### config.mk
export PLATFORM = sky130hd
export DESIGN_NAME = uart_rx_fifo_flat
export DESIGN_NICKNAME = d
export VERILOG_FILES = /design/src/rtl/uart_rx_fifo_if.sv /design/src/rtl/uart_rx_fifo.sv /design/src/flat_wrapper.sv
export SDC_FILE = /design/constraint.sdc
export NUM_CORES = 1
export LEC_CHECK = 0
export CAP_MARGIN = 20
export CORE_MARGIN = 2
export CORE_UTILIZATION = 50
export CTS_CLUSTER_DIAMETER = 30
export DETAILED_ROUTE_END_ITERATION = 8
export GPL_TIMING_DRIVEN = 0
export PLACE_DENSITY_LB_ADDON = 0.1
export RECOVER_POWER = 50
export SYNTH_ARGS = -nofsm -noshare
export SYNTH_HDL_FRONTEND = slang
export SYNTH_SLANG_ARGS = --single-unit
### constraint.sdc
create_clock -name clk -period 3.18 [get_ports clk]
set_input_delay 0.636 -clock clk [delete_from_list [all_inputs] [get_ports clk]]
set_output_delay 0.636 -clock clk [all_outputs]
set_load 0.02 [all_outputs]
### src/rtl/uart_rx_fifo_if.sv
`default_nettype none
// ============================================================================
// Module      : uart_rx_fifo_if
// Description : Receive-side valid/ready handshake between the UART receiver
//               FIFO and its downstream consumer. Carries the head frame's
//               data and error tags.
// Revision    : 1.0 - initial release
// ============================================================================
interface uart_rx_fifo_if #(
    parameter int DATA_BITS = 8
) ();
    logic                 rx_valid;
    logic                 rx_ready;
    logic [DATA_BITS-1:0] rx_data;
    logic                 rx_parity_err;
    logic                 rx_frame_err;

    // Receiver side: presents the FIFO head, accepts pops
    modport master (
        output rx_valid,
        output rx_data,
        output rx_parity_err,
        output rx_frame_err,
        input  rx_ready
    );

    // Consumer side: observes the head, requests pops
    modport slave (
        input  rx_valid,
        input  rx_data,
        input  rx_parity_err,
        input  rx_frame_err,
        output rx_ready
    );
endinterface
`default_nettype wire

### src/rtl/uart_rx_fifo.sv
`default_nettype none
// ============================================================================
// Module      : uart_rx_fifo
// Description : Free-running UART receiver with 3-sample mid-bit majority
//               vote, configurable data/parity/stop format, and a show-ahead
//               frame FIFO tagged with parity and framing errors.
// Revision    : 1.0 - initial release
// ============================================================================
module uart_rx_fifo #(
    parameter int BAUD       = 115200,
    parameter int CLOCK_FREQ = 25_500_000,
    parameter int DATA_BITS  = 8,
    parameter int PARITY     = 0,
    parameter int STOP_BITS  = 1,
    parameter int FIFO_DEPTH = 4
) (
    input  wire logic                              clk,
    input  wire logic                              rst,
    input  wire logic                              rxd,
    input  wire logic                              overrun_clr,
    output logic [$clog2(FIFO_DEPTH+1)-1:0]        rx_count,
    output logic                                   overrun,
    output logic                                   busy,
    uart_rx_fifo_if.master                         rx_if
);

    localparam int c_BIT_PERIOD = CLOCK_FREQ / BAUD;
    localparam int c_H          = c_BIT_PERIOD / 2;
    localparam int c_CW         = $clog2(c_BIT_PERIOD);
    localparam int c_IW         = $clog2(DATA_BITS);
    localparam int c_AW         = $clog2(FIFO_DEPTH);
    localparam int c_NW         = $clog2(FIFO_DEPTH + 1);

    localparam logic [2:0] S_IDLE   = 3'd0;
    localparam logic [2:0] S_START  = 3'd1;
    localparam logic [2:0] S_DATA   = 3'd2;
    localparam logic [2:0] S_PARITY = 3'd3;
    localparam logic [2:0] S_STOP   = 3'd4;

    // ------------------------------------------------------------------
    // Receiver state
    // ------------------------------------------------------------------
    logic                 r_sync1;
    logic                 r_rxs;
    logic [2:0]           r_state;
    logic                 r_armed;
    logic [c_CW-1:0]      r_cnt;
    logic [c_IW-1:0]      r_bit_idx;
    logic                 r_stop_idx;
    logic [DATA_BITS-1:0] r_shreg;
    logic                 r_perr;
    logic                 r_ferr;
    logic                 r_v0;
    logic                 r_v1;

    logic                 w_dec;
    logic                 w_end;
    logic                 w_vote;
    logic                 w_xor;
    logic                 w_perr;
    logic                 w_last_stop;
    logic                 w_push;
    logic                 w_push_ferr;

    // ------------------------------------------------------------------
    // FIFO state
    // ------------------------------------------------------------------
    logic [DATA_BITS-1:0] r_mem_data [FIFO_DEPTH];
    logic                 r_mem_perr [FIFO_DEPTH];
    logic                 r_mem_ferr [FIFO_DEPTH];
    logic [c_AW-1:0]      r_wptr;
    logic [c_AW-1:0]      r_rptr;
    logic [c_NW-1:0]      r_count;
    logic                 r_overrun;

    logic                 w_full;
    logic                 w_pop;
    logic                 w_push_ok;
    logic                 w_drop;

    // Two-flop synchronizer for the asynchronous line, idling high
    always_ff @(posedge clk) begin
        if (rst) begin
            r_sync1 <= 1'b1;
            r_rxs   <= 1'b1;
        end else begin
            r_sync1 <= rxd;
            r_rxs   <= r_sync1;
        end
    end

    // Slot timing, majority vote and parity evaluation
    always_comb begin
        w_dec       = (r_cnt == c_CW'(c_H + 1));
        w_end       = (r_cnt == c_CW'(c_BIT_PERIOD - 1));
        w_vote      = (r_v0 & r_v1) | (r_v0 & r_rxs) | (r_v1 & r_rxs);
        w_xor       = (^r_shreg) ^ w_vote;
        w_perr      = (PARITY == 1) ? ~w_xor : w_xor;
        w_last_stop = (STOP_BITS == 1) || r_stop_idx;
        w_push      = (r_state == S_STOP) && w_dec && w_last_stop;
        w_push_ferr = r_ferr | ~w_vote;
    end

    // Frame FSM: start detection, bit sampling, error tagging
    always_ff @(posedge clk) begin
        if (rst) begin
            r_state    <= S_IDLE;
            r_armed    <= 1'b0;
            r_cnt      <= '0;
            r_bit_idx  <= '0;
            r_stop_idx <= 1'b0;
            r_shreg    <= '0;
            r_perr     <= 1'b0;
            r_ferr     <= 1'b0;
            r_v0       <= 1'b0;
            r_v1       <= 1'b0;
        end else begin
            if (r_cnt == c_CW'(c_H - 1)) r_v0 <= r_rxs;
            if (r_cnt == c_CW'(c_H))     r_v1 <= r_rxs;
            r_cnt <= w_end ? '0 : r_cnt + 1'b1;
            case (r_state)
                S_IDLE: begin
                    r_cnt <= '0;
                    if (!r_armed) begin
                        r_armed <= r_rxs;
                    end else if (!r_rxs) begin
                        // The detecting cycle is count 0, so the slot resumes at 1
                        r_state <= S_START;
                        r_armed <= 1'b0;
                        r_cnt   <= c_CW'(1);
                        r_perr  <= 1'b0;
                        r_ferr  <= 1'b0;
                    end
                end
                S_START: begin
                    if (w_dec && w_vote) begin
                        r_state <= S_IDLE;
                        r_cnt   <= '0;
                    end else if (w_end) begin
                        r_state   <= S_DATA;
                        r_bit_idx <= '0;
                    end
                end
                S_DATA: begin
                    // LSB arrives first; shifting right lands it in bit 0
                    if (w_dec) r_shreg <= {w_vote, r_shreg[DATA_BITS-1:1]};
                    if (w_end) begin
                        if (r_bit_idx == c_IW'(DATA_BITS - 1)) begin
                            r_state    <= (PARITY != 0) ? S_PARITY : S_STOP;
                            r_stop_idx <= 1'b0;
                        end else begin
                            r_bit_idx <= r_bit_idx + 1'b1;
                        end
                    end
                end
                S_PARITY: begin
                    if (w_dec) r_perr <= w_perr;
                    if (w_end) begin
                        r_state    <= S_STOP;
                        r_stop_idx <= 1'b0;
                    end
                end
                S_STOP: begin
                    if (w_dec && !w_vote) r_ferr <= 1'b1;
                    // Leaving at the decision point lets the next start edge
                    // be caught in the back half of the stop bit
                    if (w_push) begin
                        r_state <= S_IDLE;
                        r_cnt   <= '0;
                    end else if (w_end) begin
                        r_stop_idx <= 1'b1;
                    end
                end
                default: begin
                    r_state <= S_IDLE;
                    r_cnt   <= '0;
                end
            endcase
        end
    end

    // FIFO push/pop qualification
    always_comb begin
        w_full    = (r_count == c_NW'(FIFO_DEPTH));
        w_pop     = (r_count != '0) && rx_if.rx_ready;
        w_push_ok = w_push && (!w_full || w_pop);
        w_drop    = w_push && w_full && !w_pop;
    end

    // Frame storage, pointers and occupancy
    always_ff @(posedge clk) begin
        if (rst) begin
            for (int i = 0; i < FIFO_DEPTH; i++) begin
                r_mem_data[i] <= '0;
                r_mem_perr[i] <= 1'b0;
                r_mem_ferr[i] <= 1'b0;
            end
            r_wptr  <= '0;
            r_rptr  <= '0;
            r_count <= '0;
        end else begin
            if (w_push_ok) begin
                r_mem_data[r_wptr] <= r_shreg;
                r_mem_perr[r_wptr] <= r_perr;
                r_mem_ferr[r_wptr] <= w_push_ferr;
                r_wptr             <= r_wptr + 1'b1;
            end
            if (w_pop) r_rptr <= r_rptr + 1'b1;
            case ({w_push_ok, w_pop})
                2'b10:   r_count <= r_count + 1'b1;
                2'b01:   r_count <= r_count - 1'b1;
                default: r_count <= r_count;
            endcase
        end
    end

    // Sticky overrun flag; a new drop outranks a clear in the same cycle
    always_ff @(posedge clk) begin
        if (rst) begin
            r_overrun <= 1'b0;
        end else if (w_drop) begin
            r_overrun <= 1'b1;
        end else if (overrun_clr) begin
            r_overrun <= 1'b0;
        end
    end

    // Outputs are taken straight from registered state
    always_comb begin
        rx_if.rx_valid      = (r_count != '0);
        rx_if.rx_data       = r_mem_data[r_rptr];
        rx_if.rx_parity_err = r_mem_perr[r_rptr];
        rx_if.rx_frame_err  = r_mem_ferr[r_rptr];
        rx_count            = r_count;
        overrun             = r_overrun;
        busy                = (r_state != S_IDLE);
    end

endmodule
`default_nettype wire
### src/flat_wrapper.sv
// flat-port wrapper written by rule: the top's interface ports become plain ports
module uart_rx_fifo_flat 
#(
    parameter int BAUD       = 115200,
    parameter int CLOCK_FREQ = 25_500_000,
    parameter int DATA_BITS  = 8,
    parameter int PARITY     = 0,
    parameter int STOP_BITS  = 1,
    parameter int FIFO_DEPTH = 4
)
  (clk, rst, rxd, overrun_clr, rx_count, overrun, busy, rx_if_rx_valid, rx_if_rx_data, rx_if_rx_parity_err, rx_if_rx_frame_err, rx_if_rx_ready);
  uart_rx_fifo_if #(.DATA_BITS(DATA_BITS)) rx_if_i ();
  input  wire logic clk;
  input  wire logic rst;
  input  wire logic rxd;
  input  wire logic overrun_clr;
  output logic [$clog2(FIFO_DEPTH+1)-1:0] rx_count;
  output logic overrun;
  output logic busy;
  output wire logic [$bits(rx_if_i.rx_valid)-1:0] rx_if_rx_valid;
  output wire logic [$bits(rx_if_i.rx_data)-1:0] rx_if_rx_data;
  output wire logic [$bits(rx_if_i.rx_parity_err)-1:0] rx_if_rx_parity_err;
  output wire logic [$bits(rx_if_i.rx_frame_err)-1:0] rx_if_rx_frame_err;
  input wire logic [$bits(rx_if_i.rx_ready)-1:0] rx_if_rx_ready;
  assign rx_if_rx_valid = rx_if_i.rx_valid;
  assign rx_if_rx_data = rx_if_i.rx_data;
  assign rx_if_rx_parity_err = rx_if_i.rx_parity_err;
  assign rx_if_rx_frame_err = rx_if_i.rx_frame_err;
  assign rx_if_i.rx_ready = rx_if_rx_ready;
  uart_rx_fifo #(.BAUD(BAUD), .CLOCK_FREQ(CLOCK_FREQ), .DATA_BITS(DATA_BITS), .PARITY(PARITY), .STOP_BITS(STOP_BITS), .FIFO_DEPTH(FIFO_DEPTH)) u_core (.clk(clk), .rst(rst), .rxd(rxd), .overrun_clr(overrun_clr), .rx_count(rx_count), .overrun(overrun), .busy(busy), .rx_if(rx_if_i));
endmodule
==> out/qor.txt, run 1 <==
Yosys top cell area share: 33.23%
Overall routing resource usage: 19.86%
Synth warn: 0
CTS tree: built
Share of the clock period used by the worst path: 92.75%
Slew headroom: 26.38%
Area added between synthesis and finish: 14.92%
H-Tree Level Count: 3
First-pass iteration count of the detailed router: 4
Number of global-route vias before repair: 2273
Share of cells above drive strength 1: 12.68%
CTS Buffer Depth: 2
Launch instance of the worst min-delay path: u_core.r_sync1
Delay-heaviest family, CP: flip-flops
Buffers plus inverters on the worst setup path: 1
Initial antenna violation count: 0
Crit Reg-Reg Endpoint: u_core.r_mem_data[0][1]
Number of input and output port buffers inserted: 20
Critical-path maximum fanout: 10
Die outline area: 7925 um^2
Area of all sequential standard cells: 1982 um^2
Cell at the slowest stage of the critical path: dfxtp_1
Critical Path End: rx_if_rx_frame_err
R2R Path Start: u_core.r_cnt[0]
Count of cell types in the netlist: 55
Post-CTS Setup Bufs: 0
Vias per inst: 5.329
Setup Viol. Count Final: 0
Antenna-violating nets left: 0
Data arrival time at the worst-slack endpoint: 2310 ps
Cts-stage hold buffer count: 0
CTS sink cnt: 79
Mean area per synthesized cell: 11.93 um^2
Total stage count of the critical path: 2
Fin util: 60.14%
Clock transition time at the flip-flop clock pins of the worst setup and hold paths: 80 ps
Mapped Area: 3615 um^2
Cell Pwr Density: 579.1 nW/um^2
Required time of the critical path: 2540 ps
CP endpoint kind: output port
Clock Tree Root: clkbuf_8
Top cells by count, synth: edfxtp_1 (40), nor2_1 (40), dfxtp_1 (39)
Type of element launching the critical path: flop
Setup repair after global routing missed its margin: false
Largest area contributor in the synthesized netlist: edfxtp_1
Share of the yosys chip area belonging to registers: 54.83%
Height of the chip: 89.03 um
Result of the run: complete, no violations
Post_cts resized: 1
Area of combinational cells with multiple inputs: 1553 um^2
Setup TNS: 0 ps
Critical setup path kind: reg2out
Min Tclk post-route: 2949 ps
Leading cell types by total area after synthesis: edfxtp_1 (33%), dfxtp_1 (22%), mux4_2 (6.2%)
Width of the chip: 89.03 um
Initial DRC count: 99
Core Rows: 30
Wire per inst: 15.95 um
Placeable core region: 6907 um^2
HPWL after DPL: 4709 um
# DRC: 0
Path type of the worst min-delay path: reg2reg
Pins Over Slew Limit: 0
Clock latency on the worst-skew pair: 350 ps
#FFs+latches synth: 79
Pin count of the biggest net entering global routing: 15
Number of top-level design ports: 21
Number of CTS-inserted buffers: 9
Fin Clk Skew: 14.40 ps
Top FF cell, synth: edfxtp_1
Non-filler instance count after layout: 435
Finished layout cell area: 4154 um^2
Total wirelength of the detailed-routed design: 6938 um
Cell depth of the worst flop-to-flop path: 6
Leakage power total: 1.530 nW
Count of filler cells inserted in the layout: 592
Crit path cell chain: mux4_2 > clkdlybuf4s50_1
Nets: 346
Cells after DPL: 420
Cells after synthesis: 303
Delay of the slowest cell on the worst path: 810 ps
Ant. Diodes: 0
Routability congestion estimate from global placement: 0.9662
Tightest Pin Transition: 1096 ps
Count of maximum capacitance violations: 0
Initial core utilization: 52.34%
Wire length of the first global-routing pass: 11600 um
FFs w/ async S/R, synth: 0%
Gr ovfl total: 0
Highest clock rate: 0.3390 GHz
Largest voltage drop on the vdd net: 0.0002769 V
Worst R2R Setup Slack: 350 ps
Instance area at placement: 3946 um^2
Post-layout total power: 2.405 mW
Syn_nets: 315
Number of flops mapped to enable cells by yosys: 40
Vias after detailed routing: 2318
Endpoints failing hold: 0
[registers in the layout, indices dropped and copies added, names as in the netlist, 2 cells and up, named ones only]
signal             cells
u_core.r_state         3
u_core.r_wptr          2
u_core.r_cnt           8
u_core.r_rptr          2
u_core.r_mem_data     32
u_core.r_bit_idx       3
u_core.r_mem_ferr      4
u_core.r_shreg         8
u_core.rx_count        3
u_core.r_mem_perr      4
[power breakdown]
group / internal (mW) / switching [mW] / leakage (nW) / total, mW
logic: 0.211 / 0.206 / 0.724 / 0.418
registers: 1.12 / 0.0561 / 0.695 / 1.18
clock network: 0.443 / 0.369 / 0.111 / 0.812
[through the flow]
step	hold WS [ps]	setup slack [ps]
after detailed placement	409.2	-400.4
after global routing	434.5	79.64
after global placement	398.3	-412.8
final	425.6	230.5
after CTS	430.8	175.8
after floorplan	389.5	826.9
[cells in the final DEF (no fill, tap or decap), types with 2 or more instances in the layout]
master           Yosys  final
edfxtp_1            40     40
nor2_1              40     39
dfxtp_1             39     39
and2_1              28     20
clkdlybuf4s50_1      0     13
xnor2_1             12     12
nand2_1             11     11
and3_1              11     11
mux2i_1             11     11
mux4_2              10     10
inv_1                9      9
clkbuf_8             0      9
nand3_1              8      8
and2_0               0      8
clkbuf_1             7      7
dlygate4sd3_1        0      7
xor2_1               6      6
ha_1                 6      6
nor3_1               4      5
a21oi_1              5      5
nor4_1               4      4
nand2b_1             3      3
nor2b_1              3      3
o21ai_0              2      3
a22oi_1              3      3
or2_2                3      3
nor3_2               3      2
a31o_2               2      2
o2bb2ai_1            2      2
clkinv_4             0      2
bufinv_16            0      2
[how the worst min path moves through the flow]
stage / endpoint / slack (ps) / depth (start not counted)
floorplan: u_core.r_rxs / 390 / 1
global placement: u_core.r_rxs / 400 / 1
detailed placement: u_core.r_rxs / 410 / 1
CTS: u_core.r_rxs / 430 / 1
global route: u_core.r_rxs / 430 / 1
finish: u_core.r_rxs / 430 / 1
[layer usage]
layer | wire length, um | track usage, % | share of wire [%]
met1 | 3039 | 24.27 | 44
met2 | 3532 | 34.67 | 51
met3 | 280 | 4.801 | 4.0
met4 | 85 | 6.513 | 1.2
met5 | 0 | 0 | 0
[area by class of cell]
class | instances | share of cell area, %
Buffer | 9 | 0.8434
Clock buffer | 9 | 2.982
Clock inverter | 7 | 2.289
Inverter | 9 | 0.8133
Multi-Input combinational cell | 205 | 37.38
Sequential cell | 79 | 47.71
Tap cell | 96 | 2.892
Timing Repair Buffer | 21 | 5.090
[logic make-up (layout without fill, tap and decap cells)]
group	after synthesis	in the layout	synth area share, %
xor+xnor	19	19	4.984
fa+ha+maj	8	8	2.908
simple gates	131	131	20.28
mux	22	22	9.588
flops	79	79	54.83
buf+inv	19	55	2.008
compound gates	25	25	5.400
No activity file was read; power rests on OpenSTA's default activity.
==> inputs of run 2 (changes only) <==
--- a/config.mk
+++ b/config.mk
@@ -8,3 +8,3 @@
 export CAP_MARGIN = 20
-export CORE_MARGIN = 2
+export CORE_MARGIN = 4
 export CORE_UTILIZATION = 50
@@ -13,2 +13,3 @@
 export GPL_TIMING_DRIVEN = 0
+export MAX_ROUTING_LAYER = met4
 export PLACE_DENSITY_LB_ADDON = 0.1
==> constraint.sdc (replaced) <==
create_clock -name clk -period 3.18 [get_ports clk]
set_input_delay 0.795 -clock clk [delete_from_list [all_inputs] [get_ports clk]]
set_output_delay 0.795 -clock clk [all_outputs]
set_load 0.02 [all_outputs]
==> run 2 against run 1 <==
- clock-buffer cell count is 1 higher
- cell count stayed put
- die area is 9.2% higher
- register-to-register slack worse by 40 ps
- maximum frequency is 3.1% lower
- via count is 0.65% lower
- worst hold slack worse by 8.3 ps
- critical path depth is 4 higher
- critical path type is now in2reg
- sequential share of layout area is 0.18 points lower
- largest power group unchanged
- clock power is 8.7% higher
- clock skew is 3.8 ps lower
- final area is 0.45% higher
==> out/qor.txt, run 2 (synthesis gave the netlist of run 1 again) <==
Wire length of the first global-routing pass: 11470 um
Initial core utilization: 52.34%
Finished layout cell area: 4173 um^2
Post-route setup slack: 136.5 ps
Data arrival time at the worst-slack endpoint: 3030 ps
Initial DRC count: 118
Wire per inst: 15.52 um
Area added between synthesis and finish: 15.44%
Pin count of the biggest net entering global routing: 15
Placeable core region: 6907 um^2
Type of element launching the critical path: primary input
Height of the chip: 93.03 um
CP endpoint kind: flop
CP startpoint: rx_if_rx_ready
Cell Pwr Density: 593.3 nW/um^2
CTS sink cnt: 79
Total wirelength of the detailed-routed design: 6753 um
Most flop-heavy register: u_core.r_mem_data
Pre-CTS WS: -713.6 ps
Launch instance of the worst min-delay path: u_core.r_sync1
Core Rows: 30
H-Tree Level Count: 3
Required time of the critical path: 3170 ps
Overall routing resource usage: 17.74%
Number of input and output port buffers inserted: 20
Critical-path maximum fanout: 10
Initial antenna violation count: 0
Min Tclk post-route: 3043 ps
Die outline area: 8654 um^2
Setup Viol. Count Final: 0
Gr ovfl total: 0
Number of global-route vias before repair: 2290
Cts-stage hold buffer count: 0
# DRC: 0
Leakage power total: 1.523 nW
Width of the chip: 93.03 um
Most common cell after layout, fill and taps aside: edfxtp_1
Clock transition time at the flip-flop clock pins of the worst setup and hold paths: 80 ps
Switching share of total power: 25.21%
R2R Path Start: u_core.r_cnt[0]
Setup repair after global routing missed its margin: false
HPWL after DPL: 4587 um
Number of top-level design ports: 21
Result of the run: complete, no violations
Slew headroom: 40.78%
Critical setup path kind: in2reg
Number of CTS-inserted buffers: 9
CTS tree: built
Switching power summed over all nets: 0.6241 mW
Path type of the worst min-delay path: reg2reg
Cell internal pwr: 1.852 mW
Nets: 346
Pins Over Slew Limit: 0
Combinational cell fraction of total power: 16.8%
Instance area at placement: 3935 um^2
Share of the clock period used by the worst path: 95.71%
Fin util: 60.42%
Share of cells above drive strength 1: 12.09%
Tightest Pin Transition: 879.0 ps
Flip-flop count of the largest register after layout: 32
Highest clock rate: 0.3286 GHz
Sequential power share: 47.5%
Clock latency on the worst-skew pair: 350 ps
Top Registers: u_core.r_mem_data: 32 flops, u_core.r_cnt: 8 flops, u_core.r_shreg: 8 flops
Clock share of power: 35.7%
Routability congestion estimate from global placement: 0.9230
Fin Clk Skew: 10.62 ps
Clock Tree Root: clkbuf_8
Antenna-violating nets left: 0
First-pass iteration count of the detailed router: 4
Largest voltage drop on the vdd net: 0.0002679 V
Vias per inst: 5.294
Area of combinational cells with multiple inputs: 1555 um^2
Commonest cells after routing, fill and taps aside: edfxtp_1 (40), nor2_1 (39), dfxtp_1 (38), and2_1 (22), clkdlybuf4s50_1 (15)
Ant. Diodes: 0
Count of filler cells inserted in the layout: 600
Count of maximum capacitance violations: 0
Endpoints failing hold: 0
Area of all sequential standard cells: 1983 um^2
Vias after detailed routing: 2303
CTS Buffer Depth: 2
run 2: changes by cell type in the layout (fill, tap and decap cells not counted), moves of 2 or more:
cell and change:
and2_0 -2, and2_1 +2, clkdlybuf4s50_1 +2, dlygate4sd3_1 -2
run 2: per-layer routing:
metal  vias up  routed length (um)  track usage, %
met2        40                3518           29.99
met3        10                 271           3.701
li1       1146                   -               -
met1      1107                2861           21.20
met5         -                   0               -
met4         0                 102           6.105
run 2: final timing paths:
path | to | slack [ps] | cells after the start
min | u_core.r_rxs | 420 | 1
min reg2reg | u_core.r_rxs | 420 | 1
max reg2reg | u_core.r_mem_data[0][2] | 310 | 6
max | u_core.r_mem_data[0][2] | 140 | 6
run 2: repair_timing:
action	in CTS	in global routing
gates resized for setup	3	0
setup endpoints to repair	20	0
setup buffers	0	0
run 2: worst max-delay path, stage by stage:
cell and delay (ps):
clkdlybuf4s50_1 500, nor4b_2 90, nor2_2 380, nand2_1 290, nor3_4 440, or2_1 540
run 2: stage by stage:
| step | hold WS, ps | cells | TNS, ps | power [mW] |
|---|---|---|---|---|
| 2_1_floorplan | 389.5 | 303 | 0 | 1.469 |
| 3_3_place_gp | 402.8 | 419 | -8184 | 1.630 |
| 3_5_place_dp | 399.2 | 419 | -9402 | 1.634 |
| 4_1_cts | 421.1 | 434 | 0 | 2.507 |
| 5_1_grt | 428.7 | 435 | 0 | 2.581 |
| 6_report | 417.4 | 435 | 0 | 2.476 |
run 2: layout make-up:
cell class,instances,area share (%)
Timing Repair Buffer,21,4.978
Multi-Input combinational cell,205,37.27
Clock buffer,10,3.058
Clock inverter,6,2.639
Inverter,9,0.8096
Sequential cell,79,47.53
Tap cell,96,2.879
Buffer,9,0.8396
run 2: power groups by stage:
stage | sequential [mW] | clock (mW) | combinational (mW)
final | 1.18 | 0.883 | 0.417
after global routing | 1.19 | 0.945 | 0.449
after CTS | 1.18 | 0.895 | 0.433
after detailed placement | 1.18 | 0 | 0.457
after global placement | 1.17 | 0 | 0.455
after floorplan | 1.18 | 0 | 0.284
